==> src/rtl/ifu_prefetch_queue.sv <==
// rtl/ifu_prefetch_queue.sv - pipelined instruction prefetch with DEPTH-entry queue and redirect flush
// Optional feature macro: IFU_ERR_TRAP_EN (per-entry bus error flag plus fetch stall until redirect).
module ifu_prefetch_queue #(
    parameter int XLEN = 32,
    parameter int DEPTH = 4,
    parameter logic [XLEN-1:0] RESET_PC = 32'h8000_0000
) (
    input  logic            i_clk,
    input  logic            i_rst,
    output logic            o_ifu_req_valid,
    input  logic            i_ifu_req_ready,
    output logic [XLEN-1:0] o_ifu_raddr,
    input  logic            i_ifu_resp_valid,
    input  logic [XLEN-1:0] i_ifu_rdata,
    input  logic            i_ifu_resp_err,
    input  logic            i_redirect,
    input  logic [XLEN-1:0] i_redirect_pc,
    output logic            o_inst_valid,
    input  logic            i_inst_ready,
    output logic [XLEN-1:0] o_inst,
    output logic [XLEN-1:0] o_pc,
    output logic            o_inst_err
);
    localparam int CW = $clog2(DEPTH + 1);
    localparam int AW = $clog2(DEPTH);

    logic [XLEN-1:0] f_pc, r_pc, stale_addr;
    logic [CW-1:0]   count, inflight, drop, inflight_nxt;
    logic            pending, stale, err_stall;
    logic [AW-1:0]   rd_ptr, wr_ptr;
    logic [XLEN-1:0] inst_mem [DEPTH];
    logic [XLEN-1:0] pc_mem   [DEPTH];
    logic            err_mem  [DEPTH];
    logic            credit_ok, req_fire, resp_fire, push, pop, stale_fire;

    assign credit_ok = ({1'b0, count} + {1'b0, inflight}) < (CW + 1)'(DEPTH);
    // A request already on the bus must stay there until accepted, even across a redirect.
    assign o_ifu_req_valid = ~i_rst & (pending | (credit_ok & ~i_redirect & ~err_stall));
    assign o_ifu_raddr     = stale ? stale_addr : f_pc;

    assign req_fire     = o_ifu_req_valid & i_ifu_req_ready;
    assign stale_fire   = req_fire & stale;
    assign resp_fire    = i_ifu_resp_valid;
    assign push         = resp_fire & ~i_redirect & (drop == '0);
    assign o_inst_valid = (count != '0);
    assign pop          = o_inst_valid & i_inst_ready;
    assign inflight_nxt = inflight + CW'(req_fire) - CW'(resp_fire);

    assign o_inst = inst_mem[rd_ptr];
    assign o_pc   = pc_mem[rd_ptr];

    always_ff @(posedge i_clk or posedge i_rst) begin
        if (i_rst) begin
            f_pc       <= RESET_PC;
            r_pc       <= RESET_PC;
            stale_addr <= RESET_PC;
            count      <= '0;
            inflight   <= '0;
            drop       <= '0;
            pending    <= 1'b0;
            stale      <= 1'b0;
            rd_ptr     <= '0;
            wr_ptr     <= '0;
            for (int i = 0; i < DEPTH; i++) begin
                inst_mem[i] <= '0;
                pc_mem[i]   <= RESET_PC;
                err_mem[i]  <= 1'b0;
            end
        end else begin
            inflight <= inflight_nxt;
            pending  <= o_ifu_req_valid & ~i_ifu_req_ready;
            if (i_redirect) begin
                f_pc       <= i_redirect_pc;
                r_pc       <= i_redirect_pc;
                stale      <= pending & ~i_ifu_req_ready;
                stale_addr <= o_ifu_raddr;
                drop       <= inflight_nxt;
                count      <= '0;
                rd_ptr     <= '0;
                wr_ptr     <= '0;
            end else begin
                if (req_fire && !stale) f_pc <= f_pc + XLEN'(4);
                if (i_ifu_req_ready) stale <= 1'b0;
                // A stale request fired after its redirect still owes a response to discard.
                drop  <= drop + CW'(stale_fire) - CW'(resp_fire && drop != '0);
                count <= count + CW'(push) - CW'(pop);
                if (pop) rd_ptr <= rd_ptr + 1'b1;
                if (push) begin
                    r_pc             <= r_pc + XLEN'(4);
                    wr_ptr           <= wr_ptr + 1'b1;
                    inst_mem[wr_ptr] <= i_ifu_rdata;
                    pc_mem[wr_ptr]   <= r_pc;
                    err_mem[wr_ptr]  <= i_ifu_resp_err;
                end
            end
        end
    end

`ifdef IFU_ERR_TRAP_EN
    always_ff @(posedge i_clk or posedge i_rst) begin
        if (i_rst)
            err_stall <= 1'b0;
        else if (i_redirect)
            err_stall <= 1'b0;
        else if (push && i_ifu_resp_err)
            err_stall <= 1'b1;
    end
    assign o_inst_err = err_mem[rd_ptr];
`else
    logic unused_err;
    assign err_stall  = 1'b0;
    assign o_inst_err = 1'b0;
    assign unused_err = err_mem[rd_ptr];
`endif

    assert property (@(posedge i_clk) disable iff (i_rst) !(push && count == CW'(DEPTH)));
endmodule

==> config.mk <==
export PLATFORM = sky130hd
export DESIGN_NAME = ifu_prefetch_queue
export DESIGN_NICKNAME = d
export VERILOG_FILES = /design/src/rtl/ifu_prefetch_queue.sv
export SDC_FILE = /design/constraint.sdc
export NUM_CORES = 1
export LEC_CHECK = 0
export BUFFER_PORTS_ARGS = -buffer_cell sky130_fd_sc_hd__buf_4
export CAP_MARGIN = 5
export CORE_AREA = 10 10 181 183
export CTS_CLUSTER_SIZE = 30
export DETAILED_ROUTE_END_ITERATION = 6
export DIE_AREA = 0 0 191 193
export GPL_ROUTABILITY_DRIVEN = 1
export PLACE_DENSITY = 0.79
export SLEW_MARGIN = 40
export SYNTH_ARGS = -nofsm -noshare
export SYNTH_HDL_FRONTEND = slang
export SYNTH_SLANG_ARGS = --single-unit
export TNS_END_PERCENT = 10
==> constraint.sdc <==
create_clock -name i_clk -period 14.4 [get_ports i_clk]
set_input_delay 0.72 -clock i_clk [delete_from_list [all_inputs] [get_ports i_clk]]
set_output_delay 0.72 -clock i_clk [all_outputs]
set_load 0.02 [all_outputs]
# After elaboration in Yosys (flattened, before gate mapping)
# Index checks and enable logic that the tools add are counted.
# Widths: inputs -> output; s select.
# totals
ff_bits,367
output_inout_bits,99
wordCells,83
# op_classes
add_sub_neg,11
magnitude_cmp,4
n_mux,23
n_bitwise,15
reduce_logical,12
# op_table
cell,count
$mux 32,10
$bwmux 128,2
$bmux 32 s2,2
$add 32x3->32 const B,2
$demux 32 s2,1
$add 3x1->3,3
$and 1x1->1,9
$sub 3x1->3,3
$mux 2,4
$reduce_bool 2->1,4
$ge 3x3->1 const B,2
$mux 3,2
$not 2->3,2
$reduce_bool 3->1,2
$add 2x1->2 const B,2
$add 3x3->4,1
$lt 4x3->1 const B,1
$logic_and 1x1->1,3
$logic_not 3->1,1
$lt 3x1->1 const B,1
$not 1->1,3
$mux 1,2
$reduce_and 2->1,1
$logic_not 1->1,1
$or 1x1->1,1

# Logic depth before layout (Yosys ltp)
# logic_depth
ltp_word,10
depth_mapped,13
ltp_nobuf,12

# Worst setup path after synthesis
# No wires, ideal clock.
# synth_timing
path_type,input -> register
start,in i_rst
end,reg f_pc[4]
t_arrival_ns,11.039
path_slack_ns,3.236
stages,5
path_buffers,0
path_cell_list,inv_1 -> o2111ai_1 -> nor2_1 -> xor2_1 -> mux2_2
# synth_between
elab_chain_len,5
# synth_rtl
item,line,source
"start, declared",9,"input logic i_rst,"
$not 1->1,38,assign o_ifu_req_valid = ~i_rst & (pending | (credit_ok & ~i_redirect & ~err_stall));
$and 1x1->1,38,
$and 1x1->1,41,assign req_fire = o_ifu_req_valid & i_ifu_req_ready;
$logic_and 1x1->1,82,if (req_fire && !stale) f_pc <= f_pc + XLEN'(4);
$reduce_bool 2->1 (no source line),n/a,
"end signal, assigned",73,f_pc <= i_redirect_pc;
"end signal, assigned",82,
"end, declared",27,"logic [XLEN-1:0] f_pc, r_pc, stale_addr;"
# No other way between the ends.
# A chain may end at the register's enable or synchronous reset.

# Worst setup path in the final report
# layout_timing
start,reg rd_ptr[0]
end,out o_pc[16]
# layout_between
elab_chain_len,4
# layout_rtl
item,line,source
"start, declared",30,"logic [AW-1:0] rd_ptr, wr_ptr;"
"start signal, assigned",87,if (pop) rd_ptr <= rd_ptr + 1'b1;
$not 2->3,n/a,
$bmux 32 s2,50,assign o_pc = pc_mem[rd_ptr];
$mux 32 (not written as such) (2 in a row),50,
"end, declared",21,"output logic [XLEN-1:0] o_pc,"
# No other way between the ends. The select of a mux whose other input is x is not followed.

==> metrics.txt <==
Cell Chain, Critical Path buf_6 > mux4_2 > buf_4; area after detailed placement around 18000 um2; Synth Flop Type sky130_fd_sc_hd__dfrtp_1; number of failing hold endpoints at the final stage 0; via total after detailed routing 10700; number of nets produced by synthesis approximately 1400; cell count after synthesis about 1300; Fmax 296 MHz; average instance area after synthesis about 13 um2; post-CTS sizing 0; Crit path required time ~14 ns; proportion of total power due to net switching just over 30%; Leakage Power between 9 and 10 nW; buffers inserted during post-CTS setup optimization 0; number of fillers in the final layout 2081; Post-Synthesis Cell Area ~17000 um2; final critical path time including I/O delays and setup about 3.4 ns; die width roughly 190 um; largest fanout on the critical path 48; top-area cell type share of the netlist area 53.4%; clock transition time at the flip-flop clock pins of the worst setup and hold paths 0.06 ns; antenna cell count 0; starting utilization of the core area 57.7%; count of endpoints failing setup in the final report 0; clk_skew around 0.019 ns; root buf cell sky130_fd_sc_hd__clkbuf_16; DIE AREA roughly 37000 um2; wire length per cell about 20 um; worst skew pair latency ~0.53 ns; total iterations of the first detailed-routing run 5; R2R cell count 6; worst min-delay path class in -> async; footprint of the multi-input gates between 7000 and 8000 um2; Final ANT Viol Nets 0; number of buffers on the longest clock path 3; chip height a little under 200 um; critical setup path kind reg -> out; hold_buf cts 0; drt total wl between 30 and 40 mm; fraction of synthesis flops using an asynchronous set or reset pin 100%; via count of the first global-routing pass approximately 11000; fraction of final layout cells sized beyond drive strength 1 around two fifths; cell-internal power approximately 2.4 mW; critical path capture point type output pin; global-route usage over all layers between 20% and 30%; IR Drop Worst-Case VDD about 0.13 mV; distinct cell type count after synthesis roughly 50; cell type contributing the most total cell area after synthesis sky130_fd_sc_hd__dfrtp_1; number of flops mapped to enable cells by yosys 0; portion of total power attributed to sequential cells between 30% and 40%; FF/Latch Area roughly 9000 um2; remaining global-route overflow 0; clock share of power between 30% and 40%; Rel. slew slack between 40% and 50%; proportion of synthesized chip area in sequential cells around 55%; number of rows in the core area 63; number of H-tree levels 2; data arrival time of the worst path ~2.7 ns; final total negative setup slack 0 ns; half-perimeter wire length of the detailed placement result ~23 mm; layout overhead on the synthesized area 17.9%; kind of start point of the critical path register; Worst-Margin Slew slightly below 0.8 ns; Combinational Power Share 29.8%; share of the cycle needed by the critical path after routing 23.5%; summed area of non-filler cells in the final layout approximately 20000 um2; DR vias/cell ~5.8; Placeable Area slightly below 30000 um2; Reg-to-Reg End f_pc[31]; Top Ports 170; wire length of the first global-routing pass approximately 60 mm; FF+latch count, synth ~370; switching pwr 1.05 mW; largest stage delay on the critical path approximately 0.65 ns; family of cells with the greatest summed delay on the critical path buffers and inverters; Net count, final around 1500; outcome completed; I/O Buffers around 170; Synth warnings 0; clock buffers created by TritonCTS just over 40; number of max-capacitance violations reported 0; cell with the biggest individual delay on the critical path sky130_fd_sc_hd__mux4_2; pin count of the biggest net entering global routing just over 100; clock tree from TritonCTS done; number of remaining DRC errors 0; dominant cells by area after synthesis sky130_fd_sc_hd__dfrtp_1 53%, sky130_fd_sc_hd__mux2_2 18%, sky130_fd_sc_hd__mux4_2 8.5%; startpoint of the worst register-to-register path count[1]; CTS Sinks 367; number of antenna violations at the first check in global routing 0; setup repair after global routing missed its margin no; number of buffer and inverter instances along the worst setup path 2; routability congestion estimate from global placement between 0.7 and 0.8; power per cell area between 150 and 200 nW/um2; reg-to-reg setup timing slack between 10 and 15 ns; final max-slew violation count 0; violation count after the first detailed-routing iteration 583
-- worst reg2reg max path: stages (launching register included) --
cell	delay, ns
sky130_fd_sc_hd__dfrtp_1	0.43
sky130_fd_sc_hd__ha_1	0.23
sky130_fd_sc_hd__nor4_2	0.44
sky130_fd_sc_hd__o2111a_1	0.38
sky130_fd_sc_hd__nand4_1	0.64
sky130_fd_sc_hd__or4_1	0.71
sky130_fd_sc_hd__a31oi_1	0.21
-- synth_stat cells (2+ instances only) --
cell                       count
sky130_fd_sc_hd__or4_1         4
sky130_fd_sc_hd__a31oi_1      12
sky130_fd_sc_hd__inv_1        27
sky130_fd_sc_hd__clkbuf_1     62
sky130_fd_sc_hd__nor4_1        8
sky130_fd_sc_hd__xor2_1       11
sky130_fd_sc_hd__a21oi_1      12
sky130_fd_sc_hd__or3_1        12
sky130_fd_sc_hd__nand2b_1     10
sky130_fd_sc_hd__fa_1          3
sky130_fd_sc_hd__and4_1        3
sky130_fd_sc_hd__nand2_1      69
sky130_fd_sc_hd__and3_1        6
sky130_fd_sc_hd__xnor2_1      35
sky130_fd_sc_hd__dfrtp_1     360
sky130_fd_sc_hd__o21ai_0      55
sky130_fd_sc_hd__o31ai_1       3
sky130_fd_sc_hd__mux2i_1       3
sky130_fd_sc_hd__nand3_1      17
sky130_fd_sc_hd__buf_2         6
sky130_fd_sc_hd__nand4_1      14
sky130_fd_sc_hd__mux2_2      266
sky130_fd_sc_hd__a21boi_0     10
sky130_fd_sc_hd__buf_1        13
sky130_fd_sc_hd__ha_1         13
sky130_fd_sc_hd__nor2_1      124
sky130_fd_sc_hd__nor3_1       16
sky130_fd_sc_hd__o31a_1       14
sky130_fd_sc_hd__o21a_1        8
sky130_fd_sc_hd__nor2b_1       4
sky130_fd_sc_hd__or4_4         2
sky130_fd_sc_hd__and2_1        5
sky130_fd_sc_hd__dfstp_2       7
sky130_fd_sc_hd__mux4_2       64
-- through the flow --
stage | utilization (%) | total power [mW] | setup slack, ns | hold slack, ns | instances
floorplan | - | 2.03 | 3.24 | 0.445 | 1293
global placement | 62.8 | 2.38 | 10.80 | 0.456 | 1774
detailed placement | 63.1 | 2.42 | 10.74 | 0.469 | 1775
CTS | 67.9 | 3.51 | 10.96 | 0.355 | 1851
global route | 67.9 | 3.65 | 10.89 | 0.380 | 1851
finish | 67.9 | 3.47 | 11.02 | 0.293 | 1851
-- power by group through the flow --
stage	clock network, mW	registers, mW	logic, mW
after floorplan	0	1.31	0.718
after global placement	0	1.36	1.01
after detailed placement	0	1.37	1.04
after CTS	1.10	1.36	1.05
after global routing	1.14	1.38	1.12
final	1.08	1.36	1.03
-- area by class of cell --
type	count	share of cell area, %
Inverter	28	0.567
Timing Repair Buffer	176	6.81
Multi-Input combinational cell	814	36.7
Clock buffer	63	6.30
Tap cell	390	2.46
Sequential cell	367	46.3
Clock inverter	13	0.875
-- flip-flops by register name (all words and copies together), names as in the netlist, 3 cells and up --
register    count
count           3
stale_addr     32
drop            3
inflight        3
pc_mem        128
inst_mem      128
r_pc           32
f_pc           32
-- worst max path at each step --
stage / endpoint / slack [ns] / depth (start not counted) / start
2_1_floorplan: f_pc[4] / 3.24 / 5 / i_rst
5_1_grt: o_pc[16] / 10.89 / 3 / rd_ptr[0]
6_report: o_pc[16] / 11.02 / 3 / rd_ptr[0]
3_3_place_gp: drop[2] / 10.80 / 12 / i_rst
3_5_place_dp: drop[2] / 10.74 / 12 / i_rst
4_1_cts: o_pc[16] / 10.96 / 3 / rd_ptr[0]
-- cells by family after synthesis --
group | share of synthesized area, %
buffers and inverters | 2.61
adders and majority gates | 1.32
and+or+nand+nor | 8.36
muxes | 26.5
xor gates and xnor gates | 2.39
DFF | 54.5
other | 0.0222
AOI/OAI and AO/OA | 4.27
-- cells in the final DEF (no fill, tap or decap), types with 14 or more instances in the layout --
cell type / synthesis / final
sky130_fd_sc_hd__dfrtp_1: 360 / 358
sky130_fd_sc_hd__mux2_2: 266 / 266
sky130_fd_sc_hd__buf_4: 1 / 170
sky130_fd_sc_hd__nor2_1: 124 / 124
sky130_fd_sc_hd__nand2_1: 69 / 65
sky130_fd_sc_hd__mux4_2: 64 / 64
sky130_fd_sc_hd__o21ai_0: 55 / 55
sky130_fd_sc_hd__clkbuf_16: 0 / 43
sky130_fd_sc_hd__xnor2_1: 35 / 35
sky130_fd_sc_hd__inv_1: 27 / 26
sky130_fd_sc_hd__nand3_1: 17 / 17
sky130_fd_sc_hd__nor3_1: 16 / 16
sky130_fd_sc_hd__o31a_1: 14 / 14
sky130_fd_sc_hd__nand4_1: 14 / 14
-- metal layers --
layer / vias to the layer above / global-route usage [%] / routed length (um)
met5: - / 0 / 0
met4: 0 / 4.82 / 563
met3: 47 / 4.80 / 2180
met2: 248 / 33.8 / 18000
met1: 5499 / 26.4 / 16200
li1: 4900 / - / -
(Power assumes the default switching activity.)
